**src/rtl/branch_pc_unit.sv**
```systemverilog
// ----------------------------------------------------------------------------
// branch_pc_unit
//
// Program-counter and branch-resolution stage of KGP-RISC. Each instruction
// walks FETCH -> WAIT -> EXEC. In the EXEC cycle that carries exec_done, the
// unit does four things:
//   - resolves the decoded control transfer against the ALU flags,
//   - picks the next PC,
//   - emits the r31 link write for `bl`,
//   - counts the retired instruction.
// A halt instruction or a misaligned taken target parks the unit in HALT.
// Only reset leaves HALT.
//
// Parameters
//   RESET_PC      PC value loaded on reset
//   PC_STEP       sequential increment in bytes
//
// Ports
//   clk           system clock, rising edge
//   reset         asynchronous, active-high
//   instr_valid   instruction word for pc is available (honoured in WAIT)
//   exec_done     execute finished, flags valid (honoured in EXEC)
//   branch_op     decoded control-transfer type, sampled with exec_done
//   target        absolute L-type branch target (byte address)
//   rs_val        register value used by `br`
//   zero_flag     ALU zero flag
//   sign_flag     ALU sign flag
//   carry_flag    ALU registered carry of the last add
//   halt          current instruction is a halt, sampled with exec_done
//   pc            current instruction address
//   fetch_req     request instruction at pc (high only in FETCH)
//   link_we       one-cycle r31 write strobe
//   link_addr     return address (old pc + PC_STEP) of the `bl`
//   branch_taken  one-cycle pulse: last resolved instruction redirected pc
//   halted        unit stopped (high only in HALT)
//   misalign_err  stopped because of a misaligned taken target
//   retire_count  instructions retired since reset
// ----------------------------------------------------------------------------
module branch_pc_unit #(
  parameter logic [31:0] RESET_PC = 32'h0000_0000,
  parameter int unsigned PC_STEP  = 4
) (
  input  logic        clk,
  input  logic        reset,
  input  logic        instr_valid,
  input  logic        exec_done,
  input  logic [3:0]  branch_op,
  input  logic [31:0] target,
  input  logic [31:0] rs_val,
  input  logic        zero_flag,
  input  logic        sign_flag,
  input  logic        carry_flag,
  input  logic        halt,
  output logic [31:0] pc,
  output logic        fetch_req,
  output logic        link_we,
  output logic [31:0] link_addr,
  output logic        branch_taken,
  output logic        halted,
  output logic        misalign_err,
  output logic [31:0] retire_count
);

  typedef enum logic [1:0] {
    ST_FETCH = 2'd0,
    ST_WAIT  = 2'd1,
    ST_EXEC  = 2'd2,
    ST_HALT  = 2'd3
  } state_t;

  localparam logic [31:0] STEP_W = 32'(PC_STEP);

  localparam logic [3:0] OP_NONE = 4'b0000;
  localparam logic [3:0] OP_B    = 4'b0001;
  localparam logic [3:0] OP_BR   = 4'b0010;
  localparam logic [3:0] OP_BL   = 4'b0011;
  localparam logic [3:0] OP_BCY  = 4'b0100;
  localparam logic [3:0] OP_BNCY = 4'b0101;
  localparam logic [3:0] OP_BLTZ = 4'b0110;
  localparam logic [3:0] OP_BZ   = 4'b0111;
  localparam logic [3:0] OP_BNZ  = 4'b1000;

  // Taken condition for each control-transfer type; unused encodings act as "none".
  function automatic logic resolve_taken(input logic [3:0] op,
                                         input logic       zf,
                                         input logic       sf,
                                         input logic       cf);
    logic tk;
    case (op)
      OP_NONE: tk = 1'b0;
      OP_B:    tk = 1'b1;
      OP_BR:   tk = 1'b1;
      OP_BL:   tk = 1'b1;
      OP_BCY:  tk = cf;
      OP_BNCY: tk = ~cf;
      OP_BLTZ: tk = sf;
      OP_BZ:   tk = zf;
      OP_BNZ:  tk = ~zf;
      default: tk = 1'b0;
    endcase
    return tk;
  endfunction

  // Destination of a taken branch: register-indirect for `br`, absolute otherwise.
  function automatic logic [31:0] resolve_dest(input logic [3:0]  op,
                                               input logic [31:0] tgt,
                                               input logic [31:0] rs);
    logic [31:0] d;
    case (op)
      OP_BR:   d = rs;
      default: d = tgt;
    endcase
    return d;
  endfunction

  state_t      state_r;
  state_t      state_next_s;
  logic [31:0] pc_r;
  logic        fetch_req_r;
  logic        link_we_r;
  logic [31:0] link_addr_r;
  logic        branch_taken_r;
  logic        halted_r;
  logic        misalign_err_r;
  logic [31:0] retire_count_r;

  logic        taken_s;
  logic [31:0] dest_s;
  logic [31:0] pc_plus_s;
  logic        misalign_s;
  logic        is_bl_s;
  logic        commit_s;   // normal completion: pc redirect/advance, maybe link
  logic        retire_s;   // retire counter increments
  logic        fault_s;    // misaligned taken target stops the unit

  assign taken_s    = resolve_taken(branch_op, zero_flag, sign_flag, carry_flag);
  assign dest_s     = resolve_dest(branch_op, target, rs_val);
  assign pc_plus_s  = pc_r + STEP_W;   // wraps modulo 2^32 by construction
  // Alignment only matters when the branch actually redirects.
  assign misalign_s = taken_s & (dest_s[1:0] != 2'b00);
  assign is_bl_s    = (branch_op == OP_BL);

  // Next-state and completion decode: halt beats misalignment beats normal retire.
  always_comb begin
    state_next_s = state_r;
    commit_s     = 1'b0;
    retire_s     = 1'b0;
    fault_s      = 1'b0;
    case (state_r)
      ST_FETCH: begin
        state_next_s = ST_WAIT;
      end
      ST_WAIT: begin
        if (instr_valid) begin
          state_next_s = ST_EXEC;
        end else begin
          state_next_s = ST_WAIT;
        end
      end
      ST_EXEC: begin
        if (exec_done) begin
          if (halt) begin
            state_next_s = ST_HALT;
            retire_s     = 1'b1;
          end else if (misalign_s) begin
            state_next_s = ST_HALT;
            fault_s      = 1'b1;
          end else begin
            state_next_s = ST_FETCH;
            commit_s     = 1'b1;
            retire_s     = 1'b1;
          end
        end else begin
          state_next_s = ST_EXEC;
        end
      end
      ST_HALT: begin
        state_next_s = ST_HALT;
      end
      default: begin
        state_next_s = ST_FETCH;
      end
    endcase
  end

  // State register plus registered Moore decodes of the next state.
  always_ff @(posedge clk or posedge reset) begin
    if (reset) begin
      state_r     <= ST_FETCH;
      fetch_req_r <= 1'b1;
      halted_r    <= 1'b0;
    end else begin
      state_r     <= state_next_s;
      fetch_req_r <= (state_next_s == ST_FETCH);
      halted_r    <= (state_next_s == ST_HALT);
    end
  end

  // Architectural PC: only a normal completion moves it.
  always_ff @(posedge clk or posedge reset) begin
    if (reset) begin
      pc_r <= RESET_PC;
    end else if (commit_s) begin
      pc_r <= taken_s ? dest_s : pc_plus_s;
    end else begin
      pc_r <= pc_r;
    end
  end

  // One-cycle strobes; rewritten every cycle so they self-clear on the next edge.
  always_ff @(posedge clk or posedge reset) begin
    if (reset) begin
      link_we_r      <= 1'b0;
      branch_taken_r <= 1'b0;
    end else begin
      link_we_r      <= commit_s & is_bl_s;
      branch_taken_r <= commit_s & taken_s;
    end
  end

  // Return address held until the next `bl` completes.
  always_ff @(posedge clk or posedge reset) begin
    if (reset) begin
      link_addr_r <= 32'h0000_0000;
    end else if (commit_s && is_bl_s) begin
      link_addr_r <= pc_plus_s;
    end else begin
      link_addr_r <= link_addr_r;
    end
  end

  // Retired-instruction counter, wrapping modulo 2^32.
  always_ff @(posedge clk or posedge reset) begin
    if (reset) begin
      retire_count_r <= 32'h0000_0000;
    end else if (retire_s) begin
      retire_count_r <= retire_count_r + 32'd1;
    end else begin
      retire_count_r <= retire_count_r;
    end
  end

  // Sticky misalignment flag; HALT is left only through reset.
  always_ff @(posedge clk or posedge reset) begin
    if (reset) begin
      misalign_err_r <= 1'b0;
    end else if (fault_s) begin
      misalign_err_r <= 1'b1;
    end else begin
      misalign_err_r <= misalign_err_r;
    end
  end

  assign pc           = pc_r;
  assign fetch_req    = fetch_req_r;
  assign link_we      = link_we_r;
  assign link_addr    = link_addr_r;
  assign branch_taken = branch_taken_r;
  assign halted       = halted_r;
  assign misalign_err = misalign_err_r;
  assign retire_count = retire_count_r;

endmodule

```
**config.mk**
```make
export PLATFORM = sky130hd
export DESIGN_NAME = branch_pc_unit
export DESIGN_NICKNAME = d
export VERILOG_FILES = /design/src/rtl/branch_pc_unit.sv
export SDC_FILE = /design/constraint.sdc
export NUM_CORES = 1
export LEC_CHECK = 0
export CAP_MARGIN = 5
export CORE_MARGIN = 1.5
export CORE_UTILIZATION = 60
export CTS_CLUSTER_SIZE = 10
export DETAILED_ROUTE_END_ITERATION = 8
export DONT_BUFFER_PORTS = 1
export PLACE_DENSITY = 0.79
export SETUP_SLACK_MARGIN = 0.05
export SYNTH_ARGS = -nofsm -noshare
export SYNTH_HDL_FRONTEND = slang
export SYNTH_SLANG_ARGS = --single-unit
```
**constraint.sdc**
```tcl
create_clock -name clk -period 5.8 [get_ports clk]
set_input_delay 1.16 -clock clk [delete_from_list [all_inputs] [get_ports clk]]
set_output_delay 1.16 -clock clk [all_outputs]
set_load 0.01 [all_outputs]
```
==> results.sh <==
export IMPL_status="finished clean"
export IMPL_die_area_um2=9950
export IMPL_power_per_cell_area_nw_per_um2=283.6
export IMPL_period_needed_ps=3550
export IMPL_rsz0062_at_grt="false"
export IMPL_total_power_w=0.001652
export IMPL_worst_pin_slew_ps=1152
export IMPL_track_usage_pct=27.78
export IMPL_die_h_um=99.75
export IMPL_fmax_mhz=281.7
export IMPL_start_util_pct=61.37
export IMPL_post_cts_buffers=0
export IMPL_grt_pass1_wl_mm=21.94
export IMPL_drc=0
export IMPL_num_vias=4611
export IMPL_maxSlewHeadroom_pct=23.20
export IMPL_leakage_nw=2.608
export IMPL_cts_buffer_depth=2
export IMPL_synth_cell_types=60
export IMPL_fin_nets=677
export IMPL_path_class="input pin to register"
export IMPL_core_um2=9153
export IMPL_clk_pin_slew_ps=100
export IMPL_syn_inst=620
export IMPL_cts_made_buffers=9
export IMPL_syn_num_nets=698
export IMPL_drt_iter0_drc=287
export IMPL_drive_gt1_share_pct=7.781
export IMPL_dpl_hpwl_mm=9.611
export IMPL_cts_resized=0
export IMPL_cp_max_fo=45
export IMPL_antenna_left=0
export IMPL_critical_path_required_ps=6040
export IMPL_port_buffers=0
export IMPL_drv_slew=0
export IMPL_clkLatencyLatePin_ps=370
export IMPL_diodes=0
export IMPL_cts_sinks=103
export IMPL_area_delta_synth_final_pct=3.698
export IMPL_htreeDepth=3
export IMPL_max_cap_violations=0
export IMPL_drt_wl_total_mm=13.66
export IMPL_root_buffer="clkbuf_8"
export IMPL_syn_area_um2=5617
export IMPL_overflow=0
export IMPL_critical_path_endpoint_type="register"
export IMPL_cts_tree="built"
export IMPL_fin_crit_sh_pct=61.21
export IMPL_synth_seq_cells=103
export IMPL_setup_viol=0
export IMPL_post_synth_cell_area_avg_um2=9.059
export IMPL_dieWidth_um=99.75
export IMPL_ir_worst_vdd_v=0.0001438
export IMPL_timing_hold_worst_class="register to register"
export IMPL_crit_path_start_kind="input pin"
export IMPL_hold_viol_final=0
export IMPL_synthArstFlopShare_pct=100.0
export IMPL_fillers=771
export IMPL_num_rows=35
export IMPL_timing_setup_tns_ps=0
export IMPL_synth_edf_count=0
export IMPL_drtPass1Iterations=5
export IMPL_grt_antenna_before_repair=0
export IMPL_io_pins=177
export IMPL_fin_worst_skew_ps=21.95
export IMPL_cts_hold_buf=0
export IMPL_grt_pass1_vias=4252
export IMPL_wl_per_cell_um=19.10
export IMPL_yosys_warnings=0
export IMPL_gp_congestion=0.8376
export IMPL_ys_seq_area_share_pct=45.91
export IMPL_via_per_inst=6.449
export IMPL_grt_max_degree=59
export IMPL_cp_data_arrival_time_ps=3790
export IMPL_synth_ff_type="dfrtp_1"
cell usage after synthesis (all sizes together), types with 9 or more instances:
master   instances  share of area (%)
and3            24                2.7
a21oi           27                2.4
o21ai           36                3.2
a31oi           13                1.7
nor3            17                1.8
buf             19                1.8
xnor2           29                4.5
clkbuf          19                1.3
inv             14               0.94
nand3           18                1.7
nor2            56                3.7
nand2          104                7.0
nand4           23                2.6
dfrtp          102                 45
xor2            30                4.7
a2bb2oi          9                1.4
o22a            14                2.2
worst max-delay path, cell delays in order:
cell and delay [ps]:
or4b_1 510, buf_4 260, mux2i_4 280, o31ai_4 150, nand2_2 640, inv_2 370
o21a_1 210, o22a_1 200
through the flow:
step	util [%]	hold WS (ps)	cell area, µm²	setup WS [ps]	instances
global route	63.64	551.5	5824	2111	715
floorplan	-	474.8	5617	1938	620
detailed placement	61.67	497.2	5644	1918	699
global placement	61.67	500.0	5644	1979	699
CTS	63.64	531.1	5824	2305	715
finish	63.64	534.6	5824	2250	715
kinds of logic after synthesis:
kind of cell             count (synthesis)  synth area share (%)
adder cells (fa/ha/maj)                  2                0.4455
AO/OA/AOI/OAI                          118                 13.88
XOR/XNOR                                59                 9.200
buffers and inverters                   52                 4.010
flip-flops                             103                 45.91
multiplexers                            10                 2.161
AND/OR/NAND/NOR                        276                 24.39
metal layers:
metal / global-route usage [%] / share of wire (%) / up-vias
met3: 6.325 / 9.1 / 30
met2: 42.39 / 45 / 232
met4: 10.62 / 2.8 / 0
li1: - / - / 2126
met5: 0 / 0 / -
met1: 38.82 / 43 / 2223
layout make-up:
class	instances	area (µm²)	area share, %
clock buffer	11	141.4	2.428
multi-input combinational	465	2826	48.53
timing repair buffer	6	45.04	0.7734
clock inverter	5	38.79	0.6660
inverter	14	55.05	0.9452
sequential	103	2579	44.27
tap	111	138.9	2.385
sequential cells by signal (all words and copies together), names as in the netlist:
signal        count
branch_taken      1
link_we           1
retire_count     32
halted            1
link_addr        32
misalign_err      1
fetch_req         1
state_r           2
pc               32
cells in the final DEF (no fill, tap or decap), types with 4 or more instances in the layout:
cell       instances
clkbuf_8          10
nor2b_1            4
a2bb2oi_1          9
a21oi_1           27
buf_4              6
a31oi_1           12
xnor2_1           29
nor4_2             4
o21ai_0           34
nand3_1           17
nor3_1            14
o22ai_1            5
xor2_1            30
nor2_1            56
mux2_2             7
o22a_1            14
inv_1             12
nand4_1           23
nand2_1          103
and3_1            24
dfrtp_1          102
and4_1             7
path summary, 6_finish.rpt:
kind,from,end,slack [ps],cells past startpoint
min reg2reg,state_r[1],state_r[0],530,1
min,state_r[1],state_r[0],530,1
max reg2reg,pc[4],pc[25],3180,6
max in group asynchronous,reset,retire_count[1],3930,2
min in group asynchronous,reset,link_addr[16],710,1
max,branch_op[0],pc[25],2250,8
where the power goes:
| group | internal (W) | switching [W] | total, W |
|---|---|---|---|
| Combinational | 0.000120 | 0.000117 | 0.000237 |
| Sequential | 0.000792 | 0.000198 | 0.000989 |
| Clock | 0.000172 | 0.000253 | 0.000425 |
| Total | 0.00108 | 0.000568 | 0.00165 |
Power figures use the tool's default switching activity.
